[src/rtl/jpeg_pkg.sv]
// Shared JPEG byte-stream constants, the FIFO word layout and a byte-lane selector.
// Used by the tail serializer and its word FIFO.
// Stored words keep the marker mask above the data, so each entry is {nostuff, data}.
package jpeg_pkg;

  localparam logic [7:0] JPEG_MARKER_BYTE = 8'hFF;
  localparam logic [7:0] JPEG_STUFF_BYTE  = 8'h00;

  typedef struct packed {
    logic [31:0] nostuff;
    logic [31:0] data;
  } fifo_word_t;

  // Lane 0 is the most significant byte, because it leaves the serializer first.
  function automatic logic [7:0] lane_byte(input logic [31:0] w, input logic [1:0] idx);
    logic [7:0] b;
    case (idx)
      2'd0:    b = w[31:24];
      2'd1:    b = w[23:16];
      2'd2:    b = w[15:8];
      default: b = w[7:0];
    endcase
    return b;
  endfunction

endpackage

[src/rtl/word_fifo.sv]
// Word FIFO holding {nostuff, data} pairs between the bit packer and the byte serializer.
// Latency: a word written at one edge can be read from dout after that edge (registered pointers).
// Backpressure: none upstream; a push while full is dropped and flagged in simulation.
module word_fifo
  import jpeg_pkg::*;
#(
  parameter int DEPTH = 64
) (
  input  logic       clk,
  input  logic       rst,
  input  logic       push,
  input  fifo_word_t din,
  input  logic       pop,
  output logic       full,
  output logic       empty,
  output fifo_word_t dout
);

  localparam int AW = $clog2(DEPTH);

  fifo_word_t  r_mem [DEPTH];
  logic [AW:0] r_wptr;
  logic [AW:0] r_rptr;
  logic        w_push_ok;
  logic        w_pop_ok;

  // The extra pointer bit tells a full FIFO from an empty one when the indices match.
  assign empty     = (r_wptr == r_rptr);
  assign full      = (r_wptr[AW] != r_rptr[AW]) && (r_wptr[AW-1:0] == r_rptr[AW-1:0]);
  assign w_push_ok = push && !full;
  assign w_pop_ok  = pop && !empty;
  assign dout      = r_mem[r_rptr[AW-1:0]];

  // Storage write; the contents need no reset because the pointers gate every read.
  always_ff @(posedge clk) begin
    if (w_push_ok) begin
      r_mem[r_wptr[AW-1:0]] <= din;
    end
  end

  // Pointer update; a simultaneous push and pop leaves the occupancy unchanged.
  always_ff @(posedge clk or posedge rst) begin
    if (rst) begin
      r_wptr <= '0;
      r_rptr <= '0;
    end else begin
      if (w_push_ok) r_wptr <= r_wptr + 1'b1;
      if (w_pop_ok)  r_rptr <= r_rptr + 1'b1;
    end
  end

  // The upstream must never push into a full FIFO; such a word is lost.
  a_no_overflow: assert property (@(posedge clk) disable iff (rst) !(push && full))
    else $error("word_fifo: enqueue while full, word dropped");

endmodule

[src/rtl/insert_stuff.sv]
// Byte serializer with JPEG 0xFF/0x00 stuffing; emits 32-bit words MSB byte first.
// Latency: 2 cycles from enqueue to the first valid byte when idle; 1 byte/cycle sustained.
// Backpressure: none; the word FIFO absorbs bursts, and an enqueue while full is dropped.
module insert_stuff
  import jpeg_pkg::*;
#(
  parameter int DEPTH = 64
) (
  input  logic        clk,
  input  logic        rst,
  input  logic        enqueue,
  input  logic [31:0] wdata,
  input  logic [31:0] wdata_nostuff,
  output logic        valid,
  output logic [7:0]  rdata
);

  fifo_word_t w_din;
  fifo_word_t w_head;
  logic       w_full;
  logic       w_empty;
  logic       w_pop;
  logic [7:0] w_cur_byte;
  logic [7:0] w_cur_mask;
  logic       w_set_stuff;

  fifo_word_t r_word;
  logic [1:0] r_idx;
  logic       r_have;
  logic       r_stuff;
  logic       r_valid;
  logic [7:0] r_rdata;

  assign w_din = '{nostuff: wdata_nostuff, data: wdata};

  word_fifo #(.DEPTH(DEPTH)) u_fifo (
    .clk   (clk),
    .rst   (rst),
    .push  (enqueue),
    .din   (w_din),
    .pop   (w_pop),
    .full  (w_full),
    .empty (w_empty),
    .dout  (w_head)
  );

  assign w_cur_byte  = lane_byte(r_word.data, r_idx);
  assign w_cur_mask  = lane_byte(r_word.nostuff, r_idx);
  // An unflagged 0xFF data byte needs a 0x00 stuff byte after it; a flagged one is a marker.
  assign w_set_stuff = r_have && !r_stuff &&
                       (w_cur_byte == JPEG_MARKER_BYTE) && (w_cur_mask == 8'h00);
  // Refill when idle, or while the last byte goes out without creating a stuff byte.
  // A stuff byte for the last lane is emitted first, and the refill overlaps it.
  assign w_pop = !w_empty &&
                 (!r_have || (!r_stuff && (r_idx == 2'd3) && !w_set_stuff));

  // Serializer: stuff byte first, then the current data byte, then an optional refill.
  always_ff @(posedge clk or posedge rst) begin
    if (rst) begin
      r_word  <= '0;
      r_idx   <= 2'd0;
      r_have  <= 1'b0;
      r_stuff <= 1'b0;
      r_valid <= 1'b0;
      r_rdata <= JPEG_STUFF_BYTE;
    end else begin
      if (r_stuff) begin
        r_valid <= 1'b1;
        r_rdata <= JPEG_STUFF_BYTE;
        r_stuff <= 1'b0;
      end else if (r_have) begin
        r_valid <= 1'b1;
        r_rdata <= w_cur_byte;
        r_stuff <= w_set_stuff;
        r_idx   <= r_idx + 2'd1;
        if (r_idx == 2'd3) r_have <= 1'b0;
      end else begin
        // rdata keeps the last emitted byte while idle
        r_valid <= 1'b0;
      end
      // The refill has the final say over the index and word state.
      if (w_pop) begin
        r_word <= w_head;
        r_idx  <= 2'd0;
        r_have <= 1'b1;
      end
    end
  end

  assign valid = r_valid;
  assign rdata = r_rdata;

endmodule

[config.mk]
export PLATFORM = sky130hd
export DESIGN_NAME = insert_stuff
export DESIGN_NICKNAME = d
export VERILOG_FILES = /design/src/rtl/jpeg_pkg.sv /design/src/rtl/word_fifo.sv /design/src/rtl/insert_stuff.sv
export SDC_FILE = /design/constraint.sdc
export NUM_CORES = 2
export LEC_CHECK = 0
export CAP_MARGIN = 30
export CORE_UTILIZATION = 40
export DETAILED_ROUTE_END_ITERATION = 16
export HOLD_SLACK_MARGIN = 0.05
export PLACE_DENSITY = 0.58
export SYNTH_ARGS = -nofsm -noshare
export SYNTH_HDL_FRONTEND = slang
export SYNTH_SLANG_ARGS = --single-unit
export TNS_END_PERCENT = 100
[constraint.sdc]
create_clock -name clk -period 7.75 [get_ports clk]
set_clock_uncertainty 0.15 [all_clocks]
set_input_delay 1.1625 -clock clk [delete_from_list [all_inputs] [get_ports clk]]
set_output_delay 1.1625 -clock clk [all_outputs]
set_load 0.03 [all_outputs]
* Yosys cells after proc, flatten, opt, wreduce, memory -nomap -nowiden
Memories as Yosys holds them, arrays and structs flattened. A register that Yosys moved wholly into a read port is not among the register bits.
Cells that the tools add are included.
** Word-level totals
- Register bits after elaboration :: 27
- Bits in writable memories :: 4096
- Input bits :: 67
- Output and inout bits :: 9
- Logic and storage cells :: 56
- Memories kept :: 1
** Operators by class
- Add/sub/neg operators :: 3
- Eq/ne operators :: 8
- Muxes and demuxes :: 17
- Reductions and logical operators :: 20
** Memory list
- u_fifo.r_mem :: words 64, bits a word 64, rd ports 1, clocked after Yosys merged registers in 1, wr ports 1, line word_fifo.sv:21 : fifo_word_t r_mem [DEPTH];
** Operators by type and width (count)
- 8-bit case mux with 3 select lines :: 2
- 8-bit two-way mux :: 2
- 7-bit by 1-bit adder with 7-bit output (second input constant) :: 2
- 1-bit two-way mux :: 10
- 1-bit logical AND :: 9
- 8-bit == test (second input constant) :: 1
- 8-bit zero test :: 1
- 7-bit == test :: 1
- 6-bit == test :: 1
- 2-bit two-way mux :: 3
- 1-bit zero test :: 5
- 2-bit == test (second input constant) :: 2
- 2-bit nonzero test :: 2
- 2-bit by 1-bit adder with 2-bit output (second input constant) :: 1
- 2-bit by 1-bit == test with 1-bit output (second input constant) :: 1
- 2-bit zero test :: 1
- 2-bit by 1-bit != test with 1-bit output (second input constant) :: 1
- 2-bit AND reduction :: 1
- 1-bit logical OR :: 1
- 1-bit != test :: 1

* Depth between registers and ports, before layout
- Depth after elaboration :: 11
- Depth in mapped cells :: 12
- Depth with buffers taken out :: 8

* By module
A second synthesis with hierarchy kept.
** Unflattened totals
- Cells, all modules :: 7583
- Area, all modules :: 161905.3 µm²
** By module, submodules not included
- word_fifo :: times used 1, cells an instance 7043, area an instance 157207.0 µm², sequential area each 123348.3 µm²
- insert_stuff :: times used 1, cells an instance 540, area an instance 4698.3 µm², sequential area each 1926.8 µm²

* Worst setup path before layout
OpenSTA, ideal clock, no wires.
- Kind :: input -> register
- From :: in enqueue
- To :: mem u_fifo.r_mem[63][0] (netlist name) (enable)
- Arrival time :: 4.435 ns
- Data required time :: 7.113 ns
- Setup slack :: 2.678 ns
- Stages :: 4
- Path through :: o311a_1 > nand3_1 > clkbuf_1 > nor2_1
** Between the ends
- Cells in the longest elaborated chain, start to end :: 3
** RTL lines
- from (decl) :: line insert_stuff.sv:11 : input logic enqueue,
- 1-bit logical AND :: line word_fifo.sv:30 : assign w_push_ok = push && !full;
- 1-bit two-way mux :: line word_fifo.sv:36 : if (w_push_ok) begin
- 1-bit two-way mux (implied by the code) :: line word_fifo.sv:37 : r_mem[r_wptr[AW-1:0]] <= din;
- to (decl) :: line word_fifo.sv:21
Every way passes these cells.

* Final worst setup path
- From :: reg u_fifo.r_rptr[1]
- To :: mem u_fifo.r_mem[10][41] (netlist name) (enable)
** Between the ends
- Cells in the longest elaborated chain, start to end :: 6
** RTL lines
- from (decl) :: line word_fifo.sv:23 : logic [AW:0] r_rptr;
- from (signal assigned) :: line word_fifo.sv:48 : if (w_pop_ok) r_rptr <= r_rptr + 1'b1;
- 6-bit == test :: line word_fifo.sv:29 : assign full = (r_wptr[AW] != r_rptr[AW]) && (r_wptr[AW-1:0] == r_rptr[AW-1:0]);
- 1-bit logical AND :: line word_fifo.sv:29
- 1-bit zero test :: line word_fifo.sv:30
- 1-bit logical AND :: line word_fifo.sv:30
- 1-bit two-way mux :: line word_fifo.sv:36
- 1-bit two-way mux (implied by the code) :: line word_fifo.sv:37
Every way passes these cells.

==> results.py <==
metrics = {
    "finish": {
        "footprint_of_the_multi_input_gates_mm2": 0.03120,
        "regArea_mm2": 0.1253,
        "nets": 7149,
        "fillerInstances": 32200,
        "instances_no_fill": 12660,
        "post_route_cells_drive_above_1_share_pct": 27.84,
        "syn2layout_area_growth_pct": 13.97,
        "fin_util_pct": 45.80,
    },
    "critical_path": {
        "crit_required_ps": 8180,
        "critical_path.startpoint_type": "flop",
        "cp-end-kind": "flop",
        "critPathArrivalTime_ps": 5230,
        "crit_fanout": 48,
        "crit_type": "reg2reg",
    },
    "synthesis": {
        "number_of_nets_produced_by_synthesis": 6800,
        "yosys.area.top_type": "sky130_fd_sc_hd__edfxtp_1",
        "async_reset_ff_share_pct": 2.173,
        "ys_top_cells_by_count": "4096 x sky130_fd_sc_hd__edfxtp_1, 1024 x sky130_fd_sc_hd__mux4_2, 512 x sky130_fd_sc_hd__a22oi_1",
        "yosysWarnings": 0,
        "ys_seq_elements": 4187,
        "mappedNetlistArea_mm2": 0.1576,
        "count_of_flip_flops_with_a_built_in_enable_after_synthesis": 4096,
        "post_synth_inst_count": 6727,
        "yosysUniqueCellTypes": 43,
        "synth_area_per_cell_um2": 23.43,
        "seq_area_frac_synth_pct": 79.47,
        "post-synth-top-area-fraction_pct": 78.03,
        "ys_top_cells_by_area": "sky130_fd_sc_hd__edfxtp_1 78%, sky130_fd_sc_hd__mux4_2 15%, sky130_fd_sc_hd__a22oi_1 2.4%",
        "synthMostInstantiatedCell": "sky130_fd_sc_hd__edfxtp_1",
        "dominantRegCellSynth": "sky130_fd_sc_hd__edfxtp_1",
    },
    "timing": {
        "final_cycle_utilization_of_the_critical_path_pct": 61.93,
        "max_freq_ghz": 0.2084,
        "final.min_clock_period_ps": 4799,
        "setup_slack_ps": 2951,
        "worst_slew_pin_slew_ps": 1082,
        "setup_violators_final": 0,
        "worst_max_slew_margin_expressed_relative_to_the_limit_pct": 27.71,
        "setup_tns_ps": 0,
        "setup_repair_after_global_routing_missed_its_margin": "false",
        "final_hold_viol_count": 0,
        "final_max_slew_viol_count": 0,
    },
    "floorplanning": {
        "dieWidth_um": 629.8,
        "rows": 230,
        "coreArea_mm2": 0.3922,
        "dieArea_mm2": 0.3966,
        "die_h_um": 629.8,
        "start_util_pct": 40.19,
        "pin_count": 76,
    },
    "global_routing": {
        "first_global_vias": 76230,
        "number_of_antenna_violations_at_the_first_check_in_global_routing": 26,
        "grt_pass1_wl_um": 596700,
        "grt_max_degree": 135,
        "grt_overflow_total": 0,
        "track_usage_pct": 21.15,
    },
    "detailed_routing": {
        "vias_per_cell": 5.899,
        "average_wire_length_per_cell_after_detail_routing_um": 33.58,
        "dr.pass1.iters": 7,
        "detail_route.drc_violations": 0,
        "detail-route-antenna-nets": 0,
        "route.vias.total": 74670,
        "wl_um": 425100,
        "drt_iter0_markers": 9084,
    },
    "cts": {
        "clock_path_buffers": 4,
        "insertion_delay_to_the_later_sink_of_the_worst_skew_pair_ps": 980,
        "cts_hold_fix_bufs": 0,
        "cts_sinks": 4187,
        "gates_resized_cts_repair": 0,
        "cts-buffers-inserted": 417,
        "cts-htree-levels": 5,
        "cts_root_buf": "sky130_fd_sc_hd__clkbuf_16",
        "post_cts_buffers": 0,
        "tritoncts": "done",
        "clk_pin_slew_worst_setup_hold_paths_ps": 70,
    },
    "placement": {
        "post-place-cells": 11870,
        "dp_hpwl_um": 234600,
        "port_buffers": 75,
        "place_congestion": 0.8099,
        "detailedPlace.worstSlack_ps": 2285,
    },
    "power_and_ir_drop": {
        "fin_total_pwr_mw": 62.84,
        "p_leak_nw": 55.17,
        "max_ir_drop_vdd_v": 0.0003388,
        "power_per_cell_area_mw_per_mm2": 349.8,
    },
    "flow_run": {
        "drv_cap": 0,
    },
    "hold_path": {
        "min-delay-path-class": "reg2reg",
    },
    "outcome": {
        "outcome": "complete, no violations",
    },
}
[flip-flops by register name, indices dropped and copies added, names as in the netlist]
name / flops
r_idx: 2
rdata: 8
valid: 1
u_fifo.r_mem: 4096
r_have: 1
u_fifo.r_rptr: 7
r_stuff: 1
u_fifo.r_wptr: 7
r_word: 64
[cells by family after synthesis]
group | synth area share (%)
muxes | 15.16
AOI/OAI and AO/OA | 3.392
DFF | 79.47
buffers and inverters | 1.090
adders and majority gates | 0.04762
xor gates and xnor gates | 0.1056
and+or+nand+nor | 0.7342
[worst max-delay path, stage by stage, from the launching register on]
cell and delay, ps:
sky130_fd_sc_hd__dfrtp_4 1060, sky130_fd_sc_hd__xnor2_1 130, sky130_fd_sc_hd__nand2_1 140, sky130_fd_sc_hd__o31ai_1 160, sky130_fd_sc_hd__nor2_1 350, sky130_fd_sc_hd__nand3b_1 720, sky130_fd_sc_hd__nor2_4 1090, sky130_fd_sc_hd__buf_4 560
[cell usage in the layout, fill, tap and decap left out, drive strengths merged, types with 2 or more instances in the layout]
master / n
mux4: 1024
clkinv: 195
edfxtp: 4096
a22oi: 512
clkbuf: 538
dfrtp: 91
inv: 11
buf: 317
nor2b: 2
diode: 9
or4: 65
xor2: 9
ha: 6
nand2b: 3
or3: 4
nand3b: 6
nand3: 8
clkinvlp: 5
nand4: 3
nor2: 82
or2: 3
or3b: 2
clkdlybuf4s50: 12
bufinv: 29
o21ai: 13
xnor2: 10
a21boi: 2
mux2i: 8
mux2: 67
a21oi: 257
a222oi: 8
nor3: 3
nand2: 19
nor4: 8
[layout make-up]
class,count,share of cell area [%]
Antenna cell,9,0.01254
Clock buffer,538,6.217
Clock inverter,234,1.176
Inverter,6,0.01532
Multi-Input combinational cell,2135,17.37
Sequential cell,4187,69.74
Tap cell,5220,3.635
Timing Repair Buffer,329,1.839
[metrics by stage]
stage,hold slack (ps),cell area (um2)
6_report,353.6,179700
5_1_grt,373.8,179600
4_1_cts,356.4,179600
3_5_place_dp,343.0,166300
3_3_place_gp,334.2,165800
2_1_floorplan,321.6,157600
[power breakdown]
group          total [mW]  leakage, nW  internal (mW)  switching [mW]
Clock                19.7         6.50           11.1            8.55
Sequential           26.6         38.0           25.9           0.679
Combinational        16.6         10.7           6.90            9.69
Total                62.8         55.2           43.9            18.9
[worst paths after layout]
| path | slack (ps) | cells after the start | startpoint | to |
|---|---|---|---|---|
| worst max register to register | 2950 | 7 | u_fifo.r_rptr[1] | u_fifo.r_mem[10][41] |
| worst min-delay path | 350 | 1 | r_word[34] | r_word[34] |
| worst max-delay path | 2950 | 7 | u_fifo.r_rptr[1] | u_fifo.r_mem[10][41] |
| worst min register to register | 350 | 1 | r_word[34] | r_word[34] |
| min in group asynchronous | 640 | 2 | rst | r_word[56] |
| max in group asynchronous | 5700 | 4 | rst | r_word[38] |
[layer usage]
layer	track usage [%]	part of all wire, %	vias to the layer above
met3	2.791	6.5	590
met1	29.26	41	41210
met2	35.29	50	3015
met4	5.984	3.0	8
met5	0	0.014	-
li1	-	-	29840
(Power assumes the default switching activity.)
